File: config.mk
export PLATFORM = sky130hd
export DESIGN_NAME = ff256ct_arbiter_ctrl_flat
export DESIGN_NICKNAME = d
export VERILOG_FILES = /design/src/rtl/ff256ct_arbiter_ctrl_if.sv /design/src/rtl/ff256ct_arbiter_ctrl.sv /design/src/flat_wrapper.sv
export SDC_FILE = /design/constraint.sdc
export NUM_CORES = 1
export LEC_CHECK = 0
export ABC_AREA = 1
export BUFFER_PORTS_ARGS = -buffer_cell sky130_fd_sc_hd__buf_4
export CORE_MARGIN = 10
export CORE_UTILIZATION = 44
export CTS_CLUSTER_DIAMETER = 120
export CTS_CLUSTER_SIZE = 30
export DETAILED_ROUTE_END_ITERATION = 10
export PLACE_DENSITY = 0.92
export REMOVE_ABC_BUFFERS = 1
export SLEW_MARGIN = 5
export SYNTH_ARGS = -nofsm -noshare
export SYNTH_HDL_FRONTEND = slang
export SYNTH_SLANG_ARGS = --single-unit
File: constraint.sdc
create_clock -name clk -period 1.5 [get_ports clk]
set_input_delay 0.375 -clock clk [delete_from_list [all_inputs] [get_ports clk]]
set_output_delay 0.375 -clock clk [all_outputs]
set_load 0.02 [all_outputs]
File: src/rtl/ff256ct_arbiter_ctrl_if.sv
// Request, core and response signals between the ff256 cosine-transform arbiter and its neighbours.
// The slave modport is the arbiter side; master is the requester/core/consumer side.
interface ff256ct_arbiter_ctrl_if;
   logic [1:0]   req_valid_i;
   logic [127:0] req_data_i;
   logic [1:0]   req_ready_o;
   logic [63:0]  ct_x_o;
   logic [63:0]  ct_x_i;
   logic         rsp_valid_o;
   logic [63:0]  rsp_data_o;
   logic         rsp_id_o;
   logic         rsp_ready_i;
   logic         busy_o;

   modport slave (
      input  req_valid_i, req_data_i, ct_x_i, rsp_ready_i,
      output req_ready_o, ct_x_o, rsp_valid_o, rsp_data_o, rsp_id_o, busy_o
   );

   modport master (
      output req_valid_i, req_data_i, ct_x_i, rsp_ready_i,
      input  req_ready_o, ct_x_o, rsp_valid_o, rsp_data_o, rsp_id_o, busy_o
   );
endinterface

File: src/rtl/ff256ct_arbiter_ctrl.sv
// Round-robin sequencer sharing one ff256 cosine-transform core between two requesters.
// Optional completion counters per requester are enabled with FF256CT_ARB_STATS_EN.
module ff256ct_arbiter_ctrl #(
   parameter int CORE_LAT = 1,
   parameter int DATA_W   = 64
) (
   input logic clk,
   input logic reset,
   ff256ct_arbiter_ctrl_if.slave bus
`ifdef FF256CT_ARB_STATS_EN
   ,
   output logic [15:0] done_cnt0_o,
   output logic [15:0] done_cnt1_o
`endif
);

   typedef enum logic [1:0] {IDLE, WAIT, DONE} state_t;

   localparam logic [3:0] CNT_INIT = 4'(CORE_LAT - 1);

   state_t            state;
   state_t            state_next;
   logic [DATA_W-1:0] x_reg;
   logic [DATA_W-1:0] res_reg;
   logic              tag;
   logic              rsp_id;
   logic              last_grant;
   logic [3:0]        cnt;

   logic              grant;
   logic              accept;
   logic              capture;
   logic              handshake;
   logic [1:0]        req_ready;

   // Ties alternate against the previous winner; a single requester always wins.
   always_comb begin
      state_next = state;
      req_ready  = 2'b00;
      accept     = 1'b0;
      capture    = 1'b0;
      handshake  = 1'b0;
      grant      = (bus.req_valid_i == 2'b11) ? ~last_grant : bus.req_valid_i[1];
      case (state)
         IDLE: begin
            if (reset && (bus.req_valid_i != 2'b00)) begin
               req_ready  = grant ? 2'b10 : 2'b01;
               accept     = 1'b1;
               state_next = WAIT;
            end
         end
         WAIT: begin
            if (cnt == 4'd0) begin
               capture    = 1'b1;
               state_next = DONE;
            end
         end
         DONE: begin
            if (bus.rsp_ready_i) begin
               handshake  = 1'b1;
               state_next = IDLE;
            end
         end
         default: state_next = IDLE;
      endcase
   end

   // Holding registers: the core input is held in every state, the result only
   // changes when a WAIT period completes.
   always_ff @(posedge clk) begin
      if (!reset) begin
         state      <= IDLE;
         x_reg      <= '0;
         res_reg    <= '0;
         tag        <= 1'b0;
         rsp_id     <= 1'b0;
         last_grant <= 1'b1;
         cnt        <= 4'd0;
      end else begin
         state <= state_next;
         if (accept) begin
            x_reg      <= grant ? bus.req_data_i[127:64] : bus.req_data_i[63:0];
            tag        <= grant;
            last_grant <= grant;
            cnt        <= CNT_INIT;
         end else if ((state == WAIT) && (cnt != 4'd0)) begin
            cnt <= 4'(cnt - 4'd1);
         end
         if (capture) begin
            res_reg <= bus.ct_x_i;
            rsp_id  <= tag;
         end
      end
   end

`ifdef FF256CT_ARB_STATS_EN
   // Completed responses per requester, free-running and wrapping.
   always_ff @(posedge clk) begin
      if (!reset) begin
         done_cnt0_o <= 16'd0;
         done_cnt1_o <= 16'd0;
      end else if (handshake) begin
         if (rsp_id) done_cnt1_o <= 16'(done_cnt1_o + 16'd1);
         else        done_cnt0_o <= 16'(done_cnt0_o + 16'd1);
      end
   end
`endif

   assign bus.req_ready_o = req_ready;
   assign bus.ct_x_o      = x_reg;
   assign bus.rsp_valid_o = (state == DONE);
   assign bus.rsp_data_o  = res_reg;
   assign bus.rsp_id_o    = rsp_id;
   assign bus.busy_o      = (state != IDLE);

endmodule
File: src/flat_wrapper.sv
// flat-port wrapper written by rule: the top's interface ports become plain ports
module ff256ct_arbiter_ctrl_flat 
#(
   parameter int CORE_LAT = 1,
   parameter int DATA_W   = 64
)
  (clk, reset, bus_req_valid_i, bus_req_data_i, bus_ct_x_i, bus_rsp_ready_i, bus_req_ready_o, bus_ct_x_o, bus_rsp_valid_o, bus_rsp_data_o, bus_rsp_id_o, bus_busy_o);
  ff256ct_arbiter_ctrl_if bus_i ();
  input logic clk;
  input logic reset;
  input wire logic [$bits(bus_i.req_valid_i)-1:0] bus_req_valid_i;
  input wire logic [$bits(bus_i.req_data_i)-1:0] bus_req_data_i;
  input wire logic [$bits(bus_i.ct_x_i)-1:0] bus_ct_x_i;
  input wire logic [$bits(bus_i.rsp_ready_i)-1:0] bus_rsp_ready_i;
  output wire logic [$bits(bus_i.req_ready_o)-1:0] bus_req_ready_o;
  output wire logic [$bits(bus_i.ct_x_o)-1:0] bus_ct_x_o;
  output wire logic [$bits(bus_i.rsp_valid_o)-1:0] bus_rsp_valid_o;
  output wire logic [$bits(bus_i.rsp_data_o)-1:0] bus_rsp_data_o;
  output wire logic [$bits(bus_i.rsp_id_o)-1:0] bus_rsp_id_o;
  output wire logic [$bits(bus_i.busy_o)-1:0] bus_busy_o;
  assign bus_i.req_valid_i = bus_req_valid_i;
  assign bus_i.req_data_i = bus_req_data_i;
  assign bus_i.ct_x_i = bus_ct_x_i;
  assign bus_i.rsp_ready_i = bus_rsp_ready_i;
  assign bus_req_ready_o = bus_i.req_ready_o;
  assign bus_ct_x_o = bus_i.ct_x_o;
  assign bus_rsp_valid_o = bus_i.rsp_valid_o;
  assign bus_rsp_data_o = bus_i.rsp_data_o;
  assign bus_rsp_id_o = bus_i.rsp_id_o;
  assign bus_busy_o = bus_i.busy_o;
  ff256ct_arbiter_ctrl #(.CORE_LAT(CORE_LAT), .DATA_W(DATA_W)) u_core (.clk(clk), .reset(reset), .bus(bus_i));
endmodule
### Word-level counts from Yosys, hierarchy flattened

Cells that the tools add are included.

* logic and storage cells: 38
* register bits: 137

* eq/ne operators: 6
* $add $sub $neg: 1
* multiplexer cells: 13
* bitwise gates (word level): 2
* reductions and logical operators: 9

Operators with widths (number)
* $mux 64: 1
* $mux 2: 6
* $pmux 2 s3: 1
* $mux 1: 5
* $eq 2x2->1 const B: 2
* $logic_not 4->1: 1
* $ne 2x1->1 const B: 2
* $reduce_bool 2->1: 2
* $reduce_bool 4->1: 1
* $sub 4x1->4 const B: 1
* $reduce_and 3->1: 1
* $eq 2x1->1 const B: 1
* $logic_and 1x1->1: 2
* $logic_not 2->1: 1
* $ne 2x2->1 const B: 1
* $not 1->1: 2
* $reduce_or 2->1: 1

### Depth between registers and ports, before layout

Gate-level depths: netlist (run 1).

* word-level depth: 5
* depth in mapped cells: 9
* depth with buffers taken out: 7

### Worst setup path after synthesis (run 1)

No wires, ideal clock.

* path type: input-to-output
* from: input bus_req_valid_i[1]
* to: output bus_req_ready_o[0]
* setup slack: -59 ps
* data required time: 1125 ps
* arrival: 1184 ps
* stages on the path: 6
* buffers on the path: 2
* cells stage by stage: inv_1 -> nand2_1 -> nand3_2 -> buf_4 -> buf_2 -> nor2_1

* word-level cells in the longest chain between the ends: 5
* elaborated cells between the ends (all ways): 7
* those cells by class: 1 x eq/ne; 4 x mux; 2 x reduce/logical

RTL lines
* start, declared: line flat_wrapper.sv:11 `input wire logic [$bits(bus_i.req_valid_i)-1:0] bus_req_valid_i;`
* $eq 2x2->1: line ff256ct_arbiter_ctrl.sv:43 `grant = (bus.req_valid_i == 2'b11) ? ~last_grant : bus.req_valid_i[1];`
* $mux 1: line ff256ct_arbiter_ctrl.sv:43
* $mux 2: line ff256ct_arbiter_ctrl.sv:47 `req_ready = grant ? 2'b10 : 2'b01;`
* $mux 2 (*): line ff256ct_arbiter_ctrl.sv:46 `if (reset && (bus.req_valid_i != 2'b00)) begin`
* $mux 2 (*): line ff256ct_arbiter_ctrl.sv:44 `case (state)`
* end, declared: line flat_wrapper.sv:15 `output wire logic [$bits(bus_i.req_ready_o)-1:0] bus_req_ready_o;`

Mark *: on every way between the ends. The rest lies on a longest branch, timed or not.

### Final worst setup path (run 1)

* from: register u_core.state[1]
* to: output bus_req_ready_o[0]

* word-level cells in the longest chain between the ends: 2

RTL lines
* start, declared: line ff256ct_arbiter_ctrl.sv:21 `state_t state;`
* start signal, assigned: line ff256ct_arbiter_ctrl.sv:80 `state <= state_next;`
* $logic_not 2->1: line ff256ct_arbiter_ctrl.sv:44
* $mux 2: line ff256ct_arbiter_ctrl.sv:44

No other way between the ends.

==> results.py, run 1 <==
metrics = {
    "run_status": {
        "status": "complete, but fails checks",
        "violations": "setup timing",
    },
    "cts": {
        "cts_root_buf": "clkbuf_16",
        "cts_buffer_depth": 2,
        "numCtsBuffers": 17,
        "cts_hold_buffers": 0,
        "clock_sinks": 137,
        "clk_latency_ns": 0.42,
        "htree_num_levels": 4,
        "cts.clk_slew.worst_paths_ns": 0.06,
        "cts_tree": "yes",
    },
    "sta": {
        "min_period_ns": 1.73,
        "fin_crit_sh": 1.16,
        "hold_viol_final": 0,
        "clock_skew_ns": 0.00704,
        "slew_viol_final": 0,
        "setup_ws_ns": -0.233,
        "rsz0062_at_grt": "true",
        "max_clock_freq_ghz": 0.577,
        "setup-violations-final": 4,
        "worst_pin_slew_ns": 0.369,
        "slew_headroom": 0.754,
    },
    "placement": {
        "portBuffers": 329,
        "place_ws_ns": -0.00162,
        "placed_cell_area_sq_um": 8390,
        "routabilityCongestion": 0.882,
        "hpwl_mm": 16.7,
        "dp_cells": 1298,
    },
    "setup_path": {
        "end_kind": "output pin",
        "critPathArrivalTime_ns": 1.36,
        "cp_max_fo": 3,
        "r2r_cells": 8,
        "r2r_slack_ns": 0,
        "rr_startpoint": "u_core.state[1]$_SDFFE_PN0P_",
        "crit_required_ns": 1.12,
        "worstReg2RegEnd": "u_core.bus.ct_x_o[38]$_SDFFE_PN0P_",
        "worst_setup_path_start_kind": "flop",
        "path_class": "flop to output pin",
    },
    "synth": {
        "yosysTopAreaCellShare": 0.475,
        "seq_area_frac_synth": 0.475,
        "synth_cell_type_count": 20,
        "synthCells": 835,
        "synthTopCellsByArea": "dfxtp_1, nand2_1, nor2_1",
        "syn_area_sq_um": 5770,
        "ys_warn_count": 0,
        "ys_ff_latch": 137,
        "avgSynthCellArea_sq_um": 6.91,
        "synth.largest_area_cell": "dfxtp_1",
    },
    "grt": {
        "track_usage": 0.233,
        "grt_max_degree": 67,
        "grt-ovfl-total": 0,
        "grt_pass1_wl_mm": 34.1,
        "first_global_vias": 6569,
        "grt_antenna_before_repair": 0,
    },
    "route": {
        "drt_iter0_markers": 401,
        "routedWlPerCell_um": 17.2,
        "via_per_inst": 4.99,
        "first_pass_iters": 5,
        "ant_nets": 0,
        "drc_errors": 0,
        "vias": 6668,
        "routed_wl_mm": 23.0,
    },
    "layout": {
        "drive_above_1_share": 0.364,
        "post-route-util": 0.721,
        "finalInstanceArea_sq_um": 9170,
        "area_delta_synth_final_pct": 59.0,
        "final_cells": 1336,
        "antennaDiodeCount": 0,
        "nets": 1349,
    },
    "worst_hold_path": {
        "min_to": "u_core.bus.rsp_data_o[54]$_SDFFE_PN0P_",
        "holdPathStages": 3,
        "holdCritPathClass": "input pin to flop",
        "min_from": "bus_ct_x_i[54]",
    },
    "die": {
        "fp.dieW_um": 134,
        "fp.dieH_um": 134,
        "io_pins": 330,
        "row_count": 41,
        "die-area_sq_um": 18100,
        "start_util": 0.453,
        "core_sq_um": 12700,
    },
    "power": {
        "ir_worst_vdd_uv": 663,
        "pwr_density_cell_nw_per_um2": 1200,
        "power_mw": 11.0,
        "power_leakage_nw": 4.47,
    },
    "job": {
        "max-cap-violations": 0,
    },
}
==> sequential cells by signal (all words and copies together) (netlist names) <==
signal	count
u_core.cnt	4
u_core.bus.rsp_id_o	1
u_core.tag	1
u_core.last_grant	1
u_core.state	2
u_core.bus.rsp_data_o	64
u_core.bus.ct_x_o	64
==> cell usage after synthesis, drive strengths merged <==
library cell,number
clkbuf,29
inv,17
nand4,1
buf,33
xor2,1
ha,1
nor2,138
a21oi,68
nand2,277
dfxtp,137
o21ai,66
nand3,67
==> power breakdown <==
part           internal (mW)  switching (mW)
registers               3.98           0.187
clock network           2.58            1.56
logic                   1.20            1.52
total                   7.77            3.26
==> cell families (layout without fill, tap and decap cells) <==
kind of cell / count (synthesis) / count (layout) / share of synthesized area
DFF: 137 / 137 / 0.475
AOI/OAI and AO/OA: 134 / 134 / 0.116
and+or+nand+nor: 483 / 483 / 0.332
xor gates and xnor gates: 1 / 1 / 0.00152
adders and majority gates: 1 / 1 / 0.00217
buffers and inverters: 79 / 408 / 0.0727
==> through the flow <==
step / TNS, ns / hold WS, ns
CTS: -0.489 / 0.185
finish: -0.574 / 0.197
global placement: 0 / 0.434
detailed placement: -0.00162 / 0.443
floorplan: -117.19 / 0.442
global route: -3.34 / 0.191
==> worst max-delay path, cell delays in order (launching register included) <==
cell	delay, ns
dfxtp_2	0.34
nor2_4	0.16
nand3_4	0.10
buf_6	0.13
nor2_4	0.08
buf_6	0.12
==> layer usage <==
| layer | GRT usage | wire length [um] | share of wire |
|---|---|---|---|
| met5 | 0 | 0 | 0 |
| met3 | 0.105 | 2600 | 0.11 |
| met4 | 0.0871 | 592 | 0.026 |
| met1 | 0.239 | 8280 | 0.36 |
| met2 | 0.410 | 11500 | 0.50 |
==> layout make-up <==
cell class,count,area [sq um]
fill,923,3550
timing repair buffer,359,2840
clock inverter,10,118
sequential,137,2750
inverter,17,66.3
clock buffer,22,474
multi-input combinational,619,2720
tap,172,215
==> timing repair <==
action                                 CTS  global route
setup endpoints to repair                4            67
setup buffers                            4             3
gates resized for setup                 14            27
endpoints found under the hold margin    0             0
pin swaps                                3             3
==> worst max-delay path by stage <==
| stage | cells past startpoint | start | to | slack (ns) |
|---|---|---|---|---|
| global route | 6 | u_core.state[1]$_SDFFE_PN0P_ | bus_req_ready_o[1] | -0.28 |
| floorplan | 5 | bus_req_valid_i[0] | bus_req_ready_o[1] | -1.43 |
| detailed placement | 7 | bus_req_valid_i[1] | bus_req_ready_o[0] | -0.002 |
| CTS | 5 | u_core.state[0]$_SDFFE_PN0P_ | bus_req_ready_o[0] | -0.22 |
| global placement | 7 | bus_req_valid_i[1] | bus_req_ready_o[0] | 0.01 |
| finish | 5 | u_core.state[1]$_SDFFE_PN0P_ | bus_req_ready_o[0] | -0.23 |
==> layout by cell type, fill, tap and decap left out, types with 4 or more instances in the layout <==
cell type   instances
buf_6               6
inv_1              10
a21oi_1            51
buf_12              8
inv_2               6
clkinvlp_4          4
a21oi_2            17
o21ai_1            11
nand3_1            65
nor2_1            135
clkbuf_16          17
buf_4             344
nand2_1           274
dfxtp_1           134
o21ai_0            55
No activity file was read; power rests on OpenSTA's default activity.
==> run 2: changes to the inputs <==
- PLACE_DENSITY: 0.92 -> 0.9
==> results.py, run 2 (synthesis results as in run 1) <==
metrics = {
    "run_status": {
        "status": "complete, but fails checks",
        "violations": "setup timing",
    },
    "die": {
        "fp.dieH_um": 134,
        "row_count": 41,
        "start_util": 0.453,
        "fp.dieW_um": 134,
        "core_sq_um": 12700,
        "die-area_sq_um": 18100,
        "io_pins": 330,
    },
    "route": {
        "routedWlPerCell_um": 18.5,
        "vias": 6869,
        "ant_nets": 0,
        "drc_errors": 0,
        "wl_met3_mm": 2.79,
        "first_pass_iters": 5,
        "routed_wl_mm": 25.0,
        "routedLengthMet1_mm": 8.76,
        "top_layer_used": "met4",
        "wl_met2_mm": 12.8,
        "via_per_inst": 5.08,
        "drt_iter0_markers": 512,
    },
    "layout": {
        "final_cell_mix": "buf_4, nand2_1, nor2_1, dfxtp_1, nand3_1",
        "final_cells": 1351,
        "drive_above_1_share": 0.366,
        "antennaDiodeCount": 0,
        "area_delta_synth_final_pct": 63.1,
        "final_common_cell": "buf_4",
        "nets": 1364,
        "post-route-util": 0.739,
    },
    "grt": {
        "track_usage": 0.249,
        "grt_antenna_before_repair": 0,
        "grt-ovfl-total": 0,
        "first_global_vias": 6715,
        "grt_max_degree": 66,
        "grt_pass1_wl_mm": 35.9,
    },
    "sta": {
        "slew_viol_final": 0,
        "setup-violations-final": 4,
        "max_clock_freq_ghz": 0.576,
        "clock_skew_ns": 0.00482,
        "hold_viol_final": 0,
        "fin_crit_sh": 1.16,
        "rsz0062_at_grt": "true",
        "min_period_ns": 1.74,
        "worst_pin_slew_ns": 0.365,
        "slew_headroom": 0.757,
        "setup_ws_ns": -0.238,
    },
    "worst_hold_path": {
        "holdCritPathClass": "input pin to flop",
        "min_from": "bus_ct_x_i[36]",
    },
    "setup_path": {
        "path_class": "flop to output pin",
        "cp_max_fo": 2,
        "critPathArrivalTime_ns": 1.36,
        "rr_startpoint": "u_core.state[1]$_SDFFE_PN0P_",
        "startpoint": "u_core.state[1]$_SDFFE_PN0P_",
        "crit_end": "bus_req_ready_o[0]",
        "r2r_slack_ns": 0.05,
        "end_kind": "output pin",
        "worstReg2RegEnd": "u_core.bus.ct_x_o[51]$_SDFFE_PN0P_",
        "crit_required_ns": 1.12,
        "worst_setup_path_start_kind": "flop",
        "r2r_cells": 8,
    },
    "power": {
        "cell_internal_pwr_mw": 8.08,
        "power_mw": 11.4,
        "pwr-share-comb": 0.254,
        "ir_worst_vdd_uv": 697,
        "seqPwrFrac": 0.364,
        "p_sw_mw": 3.36,
        "clkPwrFrac": 0.382,
        "p_sw_frac": 0.294,
        "power_leakage_nw": 4.60,
        "pwr_density_cell_nw_per_um2": 1220,
    },
    "cts": {
        "cts_tree": "yes",
        "clk_latency_ns": 0.42,
        "cts.clk_slew.worst_paths_ns": 0.06,
        "clock_sinks": 137,
        "cts_root_buf": "clkbuf_16",
        "numCtsBuffers": 17,
        "cts_buffer_depth": 2,
        "htree_num_levels": 4,
    },
    "job": {
        "max-cap-violations": 0,
    },
    "placement": {
        "portBuffers": 329,
        "hpwl_mm": 17.3,
        "dp_cells": 1304,
        "routabilityCongestion": 0.869,
    },
}
## run 2: changes by cell type in the layout (fill, tap and decap cells not counted), sizes merged
cell      before  now
nand3         67   68
clkinv         3    4
buf          359  369
clkbuf        22   25
bufinv         2    4
clkinvlp       4    2
## run 2: worst min-delay path by stage
stage,slack [ns],cells past startpoint,endpoint
2_1_floorplan,0.44,2,u_core.tag$_SDFFE_PN0P_
3_3_place_gp,0.43,2,u_core.bus.ct_x_o[37]$_SDFFE_PN0P_
3_5_place_dp,0.45,2,u_core.bus.ct_x_o[37]$_SDFFE_PN0P_
4_1_cts,0.18,3,u_core.bus.rsp_data_o[15]$_SDFFE_PN0P_
5_1_grt,0.19,3,u_core.bus.rsp_data_o[55]$_SDFFE_PN0P_
6_report,0.19,3,u_core.bus.rsp_data_o[36]$_SDFFE_PN0P_
## run 2: cell type report
type                    instances  area [sq um]
fillers                       922          3320
multi-input cells             620          2700
clock inverters                11           171
clock buffers                  21           440
well taps                     172           215
repair buffers                373          3060
flip-flops and latches        137          2750
inverters                      17          68.8
## run 2: layer usage
layer / track usage / up-vias
li1: - / 3329
met1: 0.257 / 3136
met2: 0.444 / 362
met3: 0.105 / 42
met4: 0.0852 / 0
met5: 0 / -
## run 2: repair_timing
action	CTS	global route
hold buffers	0	0
setup buffers	8	1
endpoints found under the hold margin	0	0
resized for setup	24	20
endpoints found under the setup margin	5	136
cloned	0	8
pin swaps	3	2
## run 2: worst max-delay path: stages (launching register included)
cell and delay (ns):
dfxtp_2 0.34, nor2_4 0.13, nand3_2 0.12, buf_6 0.15
nor2_4 0.09, buf_6 0.13
## run 2: through the flow
step | TNS [ns] | worst slack, ns | area (sq um) | hold slack, ns
finish | -0.589 | -0.238 | 9410 | 0.194
global route | -0.878 | -0.285 | 9410 | 0.186
CTS | -2.44 | -0.184 | 9210 | 0.185
detailed placement | -0.0228 | -0.0228 | 8460 | 0.445
global placement | 0 | 0.00167 | 8460 | 0.433
floorplan | -117.19 | -1.43 | 5410 | 0.442
## run 2: power by group through the flow
stage,clock network [mW],logic (mW),registers [mW]
2_1_floorplan,0,0.823,4.62
3_3_place_gp,0,2.61,4.22
3_5_place_dp,0,2.67,4.23
4_1_cts,4.39,2.75,4.16
5_1_grt,4.55,3.14,4.20
6_report,4.37,2.90,4.17
